File: src/rtl/dmem_if.sv
// Load/store interface between the core memory stage and a req/ack data memory.
// Formats byte enables and store lanes, extends load data, and reports misaligned, illegal and timed-out accesses.
module dmem_if #(
    parameter int TIMEOUT_CYCLES = 255
) (
    input  logic        clk_i,
    input  logic        rst_n_i,
    input  logic        req_valid_i,
    input  logic        req_we_i,
    input  logic [2:0]  req_funct3_i,
    input  logic [31:0] req_addr_i,
    input  logic [31:0] req_wdata_i,
    output logic        stall_o,
    output logic [31:0] rdata_o,
    output logic        rdata_valid_o,
    output logic        err_o,
    output logic [1:0]  err_code_o,
    output logic        mem_req_o,
    output logic        mem_we_o,
    output logic [3:0]  mem_be_o,
    output logic [31:0] mem_addr_o,
    output logic [31:0] mem_wdata_o,
    input  logic        mem_ack_i,
    input  logic [31:0] mem_rdata_i
);

    typedef enum logic [1:0] {
        IDLE = 2'd0,
        BUSY = 2'd1,
        RESP = 2'd2
    } state_t;

    localparam int              CNT_W    = (TIMEOUT_CYCLES > 0) ? $clog2(TIMEOUT_CYCLES + 1) : 1;
    localparam logic            TO_EN    = (TIMEOUT_CYCLES > 0);
    localparam logic [CNT_W-1:0] CNT_LAST = (TIMEOUT_CYCLES > 0) ? CNT_W'(TIMEOUT_CYCLES - 1) : '0;

    localparam logic [1:0] ERR_MISALIGN = 2'b01;
    localparam logic [1:0] ERR_TIMEOUT  = 2'b10;
    localparam logic [1:0] ERR_ILLEGAL  = 2'b11;

    function automatic logic f3_illegal(input logic [2:0] f3, input logic we);
        logic bad;
        case (f3)
            3'b000, 3'b001, 3'b010: bad = 1'b0;
            3'b100, 3'b101:         bad = we;   // unsigned stores do not exist
            default:                bad = 1'b1;
        endcase
        return bad;
    endfunction

    // Only meaningful once the funct3 is known to be legal.
    function automatic logic is_misaligned(input logic [2:0] f3, input logic [1:0] off);
        logic mis;
        case (f3[1:0])
            2'b01:   mis = off[0];
            2'b10:   mis = (off != 2'b00);
            default: mis = 1'b0;
        endcase
        return mis;
    endfunction

    function automatic logic [3:0] lane_be(input logic [2:0] f3, input logic [1:0] off);
        logic [3:0] be;
        case (f3[1:0])
            2'b00:   be = 4'b0001 << off;
            2'b01:   be = off[1] ? 4'b1100 : 4'b0011;
            default: be = 4'b1111;
        endcase
        return be;
    endfunction

    function automatic logic [31:0] store_lanes(input logic [2:0] f3, input logic [31:0] wd);
        logic [31:0] d;
        case (f3[1:0])
            2'b00:   d = {4{wd[7:0]}};
            2'b01:   d = {2{wd[15:0]}};
            default: d = wd;
        endcase
        return d;
    endfunction

    function automatic logic [31:0] load_extract(input logic [2:0] f3, input logic [1:0] off,
                                                 input logic [31:0] rd);
        logic [31:0] sh;
        logic [31:0] d;
        sh = rd >> {off, 3'b000};
        case (f3)
            3'b000:  d = {{24{sh[7]}}, sh[7:0]};
            3'b001:  d = {{16{sh[15]}}, sh[15:0]};
            3'b100:  d = {24'd0, sh[7:0]};
            3'b101:  d = {16'd0, sh[15:0]};
            default: d = rd;
        endcase
        return d;
    endfunction

    state_t           state_q, state_d;
    logic [CNT_W-1:0] cnt_q, cnt_d;
    logic [2:0]       f3_q, f3_d;
    logic [1:0]       off_q, off_d;
    logic             we_q, we_d;
    logic [3:0]       be_q, be_d;
    logic [31:0]      addr_q, addr_d;
    logic [31:0]      wdata_q, wdata_d;
    logic [31:0]      rdata_q, rdata_d;
    logic             err_q, err_d;
    logic [1:0]       code_q, code_d;

    logic req_ill, req_mis, can_accept, go, bad;

    assign req_ill    = f3_illegal(req_funct3_i, req_we_i);
    assign req_mis    = is_misaligned(req_funct3_i, req_addr_i[1:0]);
    assign can_accept = (state_q != BUSY) && req_valid_i;
    assign go         = can_accept && !req_ill && !req_mis;
    assign bad        = can_accept && (req_ill || req_mis);

    always_comb begin
        state_d = state_q;
        cnt_d   = cnt_q;
        f3_d    = f3_q;
        off_d   = off_q;
        we_d    = we_q;
        be_d    = be_q;
        addr_d  = addr_q;
        wdata_d = wdata_q;
        rdata_d = rdata_q;
        err_d   = 1'b0;
        code_d  = code_q;
        case (state_q)
            IDLE, RESP: begin
                state_d = IDLE;
                if (go) begin
                    state_d = BUSY;
                    cnt_d   = '0;
                    f3_d    = req_funct3_i;
                    off_d   = req_addr_i[1:0];
                    we_d    = req_we_i;
                    be_d    = lane_be(req_funct3_i, req_addr_i[1:0]);
                    addr_d  = {req_addr_i[31:2], 2'b00};
                    wdata_d = store_lanes(req_funct3_i, req_wdata_i);
                end else if (bad) begin
                    err_d  = 1'b1;
                    code_d = req_ill ? ERR_ILLEGAL : ERR_MISALIGN;
                end
            end
            BUSY: begin
                // An ack in the final allowed cycle still completes the access.
                if (mem_ack_i) begin
                    state_d = RESP;
                    if (!we_q) begin
                        rdata_d = load_extract(f3_q, off_q, mem_rdata_i);
                    end
                end else if (TO_EN && (cnt_q == CNT_LAST)) begin
                    state_d = IDLE;
                    err_d   = 1'b1;
                    code_d  = ERR_TIMEOUT;
                end else begin
                    cnt_d = cnt_q + CNT_W'(1);
                end
            end
            default: state_d = IDLE;
        endcase
    end

    always_ff @(posedge clk_i or negedge rst_n_i) begin
        if (!rst_n_i) begin
            state_q <= IDLE;
            cnt_q   <= '0;
            f3_q    <= '0;
            off_q   <= '0;
            we_q    <= 1'b0;
            be_q    <= '0;
            addr_q  <= '0;
            wdata_q <= '0;
            rdata_q <= '0;
            err_q   <= 1'b0;
            code_q  <= '0;
        end else begin
            state_q <= state_d;
            cnt_q   <= cnt_d;
            f3_q    <= f3_d;
            off_q   <= off_d;
            we_q    <= we_d;
            be_q    <= be_d;
            addr_q  <= addr_d;
            wdata_q <= wdata_d;
            rdata_q <= rdata_d;
            err_q   <= err_d;
            code_q  <= code_d;
        end
    end

    // Gated by reset so a request held during reset cannot raise the stall.
    assign stall_o       = rst_n_i && ((state_q == BUSY) || go);
    assign mem_req_o     = (state_q == BUSY);
    assign mem_we_o      = we_q;
    assign mem_be_o      = be_q;
    assign mem_addr_o    = addr_q;
    assign mem_wdata_o   = wdata_q;
    assign rdata_o       = rdata_q;
    assign rdata_valid_o = (state_q == RESP) && !we_q;
    assign err_o         = err_q;
    assign err_code_o    = code_q;

endmodule

File: config.mk
export PLATFORM = sky130hd
export DESIGN_NAME = dmem_if
export DESIGN_NICKNAME = d
export VERILOG_FILES = /design/src/rtl/dmem_if.sv
export SDC_FILE = /design/constraint.sdc
export NUM_CORES = 1
export LEC_CHECK = 0
export ABC_AREA = 1
export BUFFER_PORTS_ARGS = -buffer_cell sky130_fd_sc_hd__buf_2
export CAP_MARGIN = 25
export CORE_MARGIN = 2
export CORE_UTILIZATION = 35
export DETAILED_ROUTE_END_ITERATION = 8
export GPL_TIMING_DRIVEN = 0
export PLACE_DENSITY = 0.69
export SYNTH_ARGS = -nofsm -noshare
export SYNTH_HDL_FRONTEND = slang
export SYNTH_SLANG_ARGS = --single-unit
File: constraint.sdc
create_clock -name clk_i -period 3.9 [get_ports clk_i]
set_input_delay 0.585 -clock clk_i [delete_from_list [all_inputs] [get_ports clk_i]]
set_output_delay 0.585 -clock clk_i [all_outputs]
set_load 0.005 [all_outputs]
==> results_dict.tcl, run 1 <==
set metrics [dict create \
    status "complete, no violations" \
    rsz0062_at_grt "no" \
    hp-class "primary input to asynchronous set/reset pin" \
    core-area_sq_um 17400 \
    ir_worst_vdd_mv 0.344 \
    first_global_vias 5672 \
    synth_top_cell_area_share_pct 46.7 \
    rows 48 \
    tightest_slew_ns 0.624 \
    crit_path_end_kind "output pin" \
    drv_slew 0 \
    clk_path_buf_depth 2 \
    dr.pass1.iters 5 \
    cts_resized 0 \
    hold_viol_final 0 \
    cts.clk_slew.worst_paths_ns 0.05 \
    routedWlPerCell_microns 14.2 \
    p_leak_nw 4.76 \
    syn-instance-count 837 \
    cts_tree "built" \
    htree_levels 4 \
    cap_violations 0 \
    synth_area_per_cell_sq_um 7.49 \
    drt.antenna.violating_nets 0 \
    max_freq_ghz 0.334 \
    finalSetupViolations 0 \
    synthTopCellsByArea "dfrtp_1 (47%), nand2_1 (16%), inv_1 (8.0%), nand3_1 (4.4%), o21ai_2 (4.2%)" \
    worstPathArrival_ns 2.40 \
    final_cell_mix "nand2_1 (263), buf_2 (210), inv_1 (134)" \
    ys_types 30 \
    vias 5987 \
    setup_slack_ns 0.910 \
    root_buffer "clkbuf_16" \
    pre_cts_ws_ns 0.799 \
    grt_use_total_pct 20.2 \
    io_buffers 208 \
    cts_setup_buffers 0 \
    grt_first_pass_wirelength_mm 29.1 \
    clock_latency_ns 0.41 \
    drc 0 \
    die_x_microns 138 \
    crit_required_ns 3.31 \
    timing.rr.start "off_q[0]$_DFFE_PN0P_" \
    wirelength_mm 18.5 \
    gp_congestion 0.873 \
    yosysTopAreaCell "dfrtp_1" \
    nNetsFinal 1175 \
    crit_type "primary input to output pin" \
    ios 211 \
    mostFrequentLayoutCell "nand2_1" \
    clock_sinks 117 \
    die-area_sq_um 19000 \
    cts_hold_buf 0 \
    initial_core_util_pct 36.0 \
    period_needed_ns 2.99 \
    yosysSeqAreaShare_pct 46.7 \
    drt_iter0_markers 376 \
    synth-seq-cells 117 \
    power_density_nw_per_um2 602 \
    die_y_microns 138 \
    antenna_cells 0 \
    path_max_fanout 10 \
    grt_start_max_net_pins 86 \
    yosysWarningCount 0 \
    synth_area_sq_um 6270 \
    startpoint "req_funct3_i[1]" \
    drive_above_1_share_pct 29.9 \
    setup_tns_ns 0 \
    syn2layout_area_growth_pct 30.7 \
    skew_ns 0.0100 \
    viasPerCell 4.60 \
    startpoint_type "primary input" \
    fin_crit_sh_pct 76.7 \
    grt_overflow_total 0 \
    slew_headroom_pct 58.4 \
    hpwl_mm 14.0 \
    antenna_found_initial 0 \
    numCtsBuffers 17 \
]
-- kinds of logic (layout without fill, tap and decap cells) --
group	Yosys count	in the layout	share of synthesized area, %
AO/OA/AOI/OAI	136	136	12.9
XOR/XNOR	3	3	0.419
adder cells (fa/ha/maj)	5	5	0.998
buffers and inverters	177	416	12.5
flip-flops	117	117	46.7
other	1	2	0.0598
AND/OR/NAND/NOR	398	398	26.4
-- cell type report --
class,count,area (sq um)
Fill cell,1766,9220
Sequential cell,117,2930
Multi-Input combinational cell,544,2560
Timing Repair Buffer,209,1070
Inverter,137,514
Clock buffer,21,460
Tap cell,225,282
Buffer,40,270
Clock inverter,9,105
-- synthesized netlist by cell type --
master / count
a21oi_1: 39
a21oi_4: 1
buf_1: 1
buf_2: 3
buf_4: 7
buf_6: 12
clkbuf_1: 17
clkinv_1: 1
conb_1: 1
dfrtp_1: 117
ha_1: 5
inv_1: 134
inv_2: 2
nand2_1: 263
nand2_2: 3
nand3_1: 55
nand3_2: 1
nand4_1: 2
nor2_1: 46
nor2_2: 1
nor2_4: 1
nor3_1: 2
o21ai_0: 32
o21ai_1: 32
o21ai_2: 30
o21bai_1: 1
o31ai_1: 1
or2_2: 24
xnor2_1: 1
xor2_1: 2
-- metrics by stage --
| stage | hold slack, ns | power (W) | instances | cell area (sq um) | util, % |
|---|---|---|---|---|---|
| global placement | 0.460 | 0.00342 | 1271 | 7590 | 43.6 |
| finish | 0.0656 | 0.00493 | 1302 | 8190 | 47.0 |
| floorplan | 0.289 | 0.00272 | 838 | 6270 | - |
| global route | 0.0683 | 0.00530 | 1302 | 8190 | 47.0 |
| detailed placement | 0.462 | 0.00346 | 1272 | 7630 | 43.8 |
| CTS | 0.0605 | 0.00499 | 1302 | 8190 | 47.0 |
-- worst max-delay path, stage by stage --
cell and delay (ns):
buf_2 0.15, clkbuf_1 0.37, inv_1 0.19, ha_1 0.33, nor2_2 0.37, a21oi_4 0.12, nand4_1 0.09, a21oi_1 0.06
buf_2 0.14
-- state kept, by name, summed over array words and instances (netlist names) --
| register | cells |
|---|---|
| cnt_q | 8 |
| err_code_o | 2 |
| err_o | 1 |
| f3_q | 3 |
| mem_addr_o | 30 |
| mem_be_o | 4 |
| mem_wdata_o | 32 |
| mem_we_o | 1 |
| off_q | 2 |
| rdata_o | 32 |
| state_q | 2 |
-- metal layers --
layer  part of all wire (%)  wire, microns  vias to the layer above  track usage [%]
met5                      0              0                        -                0
met4                    1.4            252                        0             6.01
met3                    9.3           1730                       20             7.62
met2                     46           8580                      232             32.2
met1                     43           7920                     2708             25.4
li1                       -              -                     3027                -
-- power breakdown --
group	internal (W)	total [W]	switching (W)
clock	0.000962	0.00151	0.000544
sequential	0.00161	0.00184	0.000225
combinational	0.000715	0.00159	0.000874
-- final timing paths --
path,slack (ns),cells past startpoint,endpoint
worst max-delay path,0.91,9,stall_o
worst min-delay path,0.07,1,rdata_o[24]$_DFFE_PN0P_
worst max register to register,2.16,7,rdata_o[2]$_DFFE_PN0P_
worst min register to register,0.47,2,rdata_o[0]$_DFFE_PN0P_
max in group asynchronous,3.09,2,err_code_o[1]$_DFFE_PN0P_
min in group clk_i,0.41,3,state_q[1]$_DFFE_PN0P_
(Power assumes the default switching activity.)
==> run 2: changes to the inputs <==
Settings changed: PLACE_DENSITY 0.69 to 0.71.
Clock period 3.9 ns to 2.4 ns, I/O delays scaled along.
==> results_dict.tcl, run 2 (synthesis results as in run 1) <==
set metrics [dict create \
    dr.pass1.iters 5 \
    timing.rr.start "off_q[0]$_DFFE_PN0P_" \
    fin_crit_sh_pct 89.3 \
    drv_slew 0 \
    drt_iter0_markers 373 \
    cts.clk_slew.worst_paths_ns 0.06 \
    cts_resized 0 \
    rows 48 \
    root_buffer "clkbuf_16" \
    crit_required_ns 2.04 \
    clkPwrFrac_pct 31.1 \
    skew_ns 0.0109 \
    die_x_microns 138 \
    design_area_sq_um 8220 \
    worstPathArrival_ns 1.78 \
    gp_congestion 0.883 \
    nNetsFinal 1175 \
    status "complete, no violations" \
    holdPathEnd "state_q[1]$_DFFE_PN0P_" \
    hold_viol_final 0 \
    clock_sinks 117 \
    ir_worst_vdd_mv 0.524 \
    ios 211 \
    grt_start_max_net_pins 83 \
    viasPerCell 4.60 \
    finalSetupViolations 0 \
    cts_tree "built" \
    r2r_end "rdata_o[5]$_DFFE_PN0P_" \
    numCtsBuffers 17 \
    path_max_fanout 12 \
    grt_use_total_pct 20.0 \
    pre_cts_ws_ns -0.425 \
    whs_path_depth 3 \
    crit_type "primary input to output pin" \
    vias 5993 \
    slew_headroom_pct 53.2 \
    hold_start "mem_ack_i" \
    routedWlPerCell_microns 14.1 \
    rsz0062_at_grt "no" \
    gr-usage-met2_pct 32.4 \
    period_needed_ns 2.14 \
    first_global_vias 5822 \
    p_int_w 0.00537 \
    grtUsageMet1_pct 26.0 \
    cts_setup_buffers 0 \
    crit_path_end_kind "output pin" \
    reg2reg_depth 7 \
    drive_above_1_share_pct 30.0 \
    startpoint_type "primary input" \
    setup_slack_ns 0.256 \
    final_cell_mix "nand2_1 (263), buf_2 (210), inv_1 (134)" \
    p_seq_share_pct 36.9 \
    place_area_sq_um 7630 \
    die_y_microns 138 \
    power_density_nw_per_um2 982 \
    p_leak_nw 4.77 \
    tightest_slew_ns 0.702 \
    clock_latency_ns 0.41 \
    grt_first_pass_wirelength_mm 29.3 \
    io_buffers 208 \
    grt-busiest-layer "met2" \
    switchingPower_w 0.00271 \
    core-area_sq_um 17400 \
    wirelength_mm 18.4 \
    grtUsageMet3_pct 6.51 \
    syn2layout_area_growth_pct 31.2 \
    mostFrequentLayoutCell "nand2_1" \
    power_frac_comb_pct 32.1 \
    hp-class "primary input to flip-flop" \
    antenna_cells 0 \
    drt.antenna.violating_nets 0 \
    clk_path_buf_depth 2 \
    drc 0 \
    max_freq_ghz 0.466 \
    die-area_sq_um 19000 \
    hpwl_mm 14.0 \
    antenna_found_initial 0 \
    r2r_slack_ns 0.61 \
    cap_violations 0 \
    power_switching_share_pct 33.5 \
    htree_levels 4 \
    grt_overflow_total 0 \
    initial_core_util_pct 36.0 \
]
==> run 2: cell types whose count changed in the layout (fill, tap and decap cells not counted) <==
cell           before  now
dlygate4sd3_1       0    1
clkbuf_1           19   18
clkinv_4            0    2
clkinv_2            3    2
inv_6               0    1
==> run 2: worst max-delay path: stages <==
cell	delay (ns)
buf_2	0.21
inv_1	0.15
ha_1	0.31
nor2_2	0.34
a21oi_4	0.12
nand4_1	0.08
a21oi_1	0.06
buf_2	0.14
==> run 2: cell type report <==
class,instances,area [sq um]
Sequential cell,117,2930
Fill cell,1813,9200
Multi-Input combinational cell,544,2560
Tap cell,225,282
Clock inverter,11,126
Inverter,137,514
Buffer,39,267
Clock buffer,21,460
Timing Repair Buffer,210,1080
==> run 2: repair_timing <==
action | in CTS | in global routing
endpoints found under the hold margin | 35 | 0
hold buffers | 1 | 0
endpoints found under the setup margin | 1 | 0
==> run 2: per-stage QoR <==
step | setup TNS, ns | std cells | total power (W) | hold slack, ns | utilization [%]
final | 0 | 1304 | 0.00808 | 0.176 | 47.2
after global routing | 0 | 1304 | 0.00871 | 0.168 | 47.2
after CTS | 0 | 1304 | 0.00818 | 0.164 | 47.2
after detailed placement | -17.56 | 1272 | 0.00563 | 0.290 | 43.8
after global placement | -86.94 | 1271 | 0.00555 | 0.461 | 43.6
after floorplan | 0 | 838 | 0.00443 | 0.0644 | -
==> run 2: power by group through the flow <==
stage / Combinational [W] / Sequential [W] / Clock [W]
after floorplan: 0.00140 / 0.00302 / 0
after global placement: 0.00257 / 0.00299 / 0
after detailed placement: 0.00263 / 0.00300 / 0
after CTS: 0.00263 / 0.00298 / 0.00257
after global routing: 0.00297 / 0.00307 / 0.00267
final: 0.00259 / 0.00298 / 0.00251
==> run 2: metal layers <==
| metal | up-vias | wire (microns) |
|---|---|---|
| met2 | 217 | 8510 |
| met1 | 2737 | 8030 |
| met4 | 0 | 186 |
| li1 | 3026 | - |
| met3 | 13 | 1630 |
| met5 | - | 0 |
==> run 2: how the worst max path moves through the flow <==
stage / from / end / slack, ns / cells after the start
floorplan: req_funct3_i[1] / f3_q[1]$_DFFE_PN0P_ / 0.45 / 9
global placement: rst_n_i / stall_o / -0.83 / 4
detailed placement: req_funct3_i[1] / mem_wdata_o[23]$_DFFE_PN0P_ / -0.42 / 9
CTS: req_funct3_i[1] / stall_o / 0.25 / 8
global route: req_funct3_i[1] / stall_o / 0.14 / 8
finish: req_funct3_i[1] / stall_o / 0.26 / 8
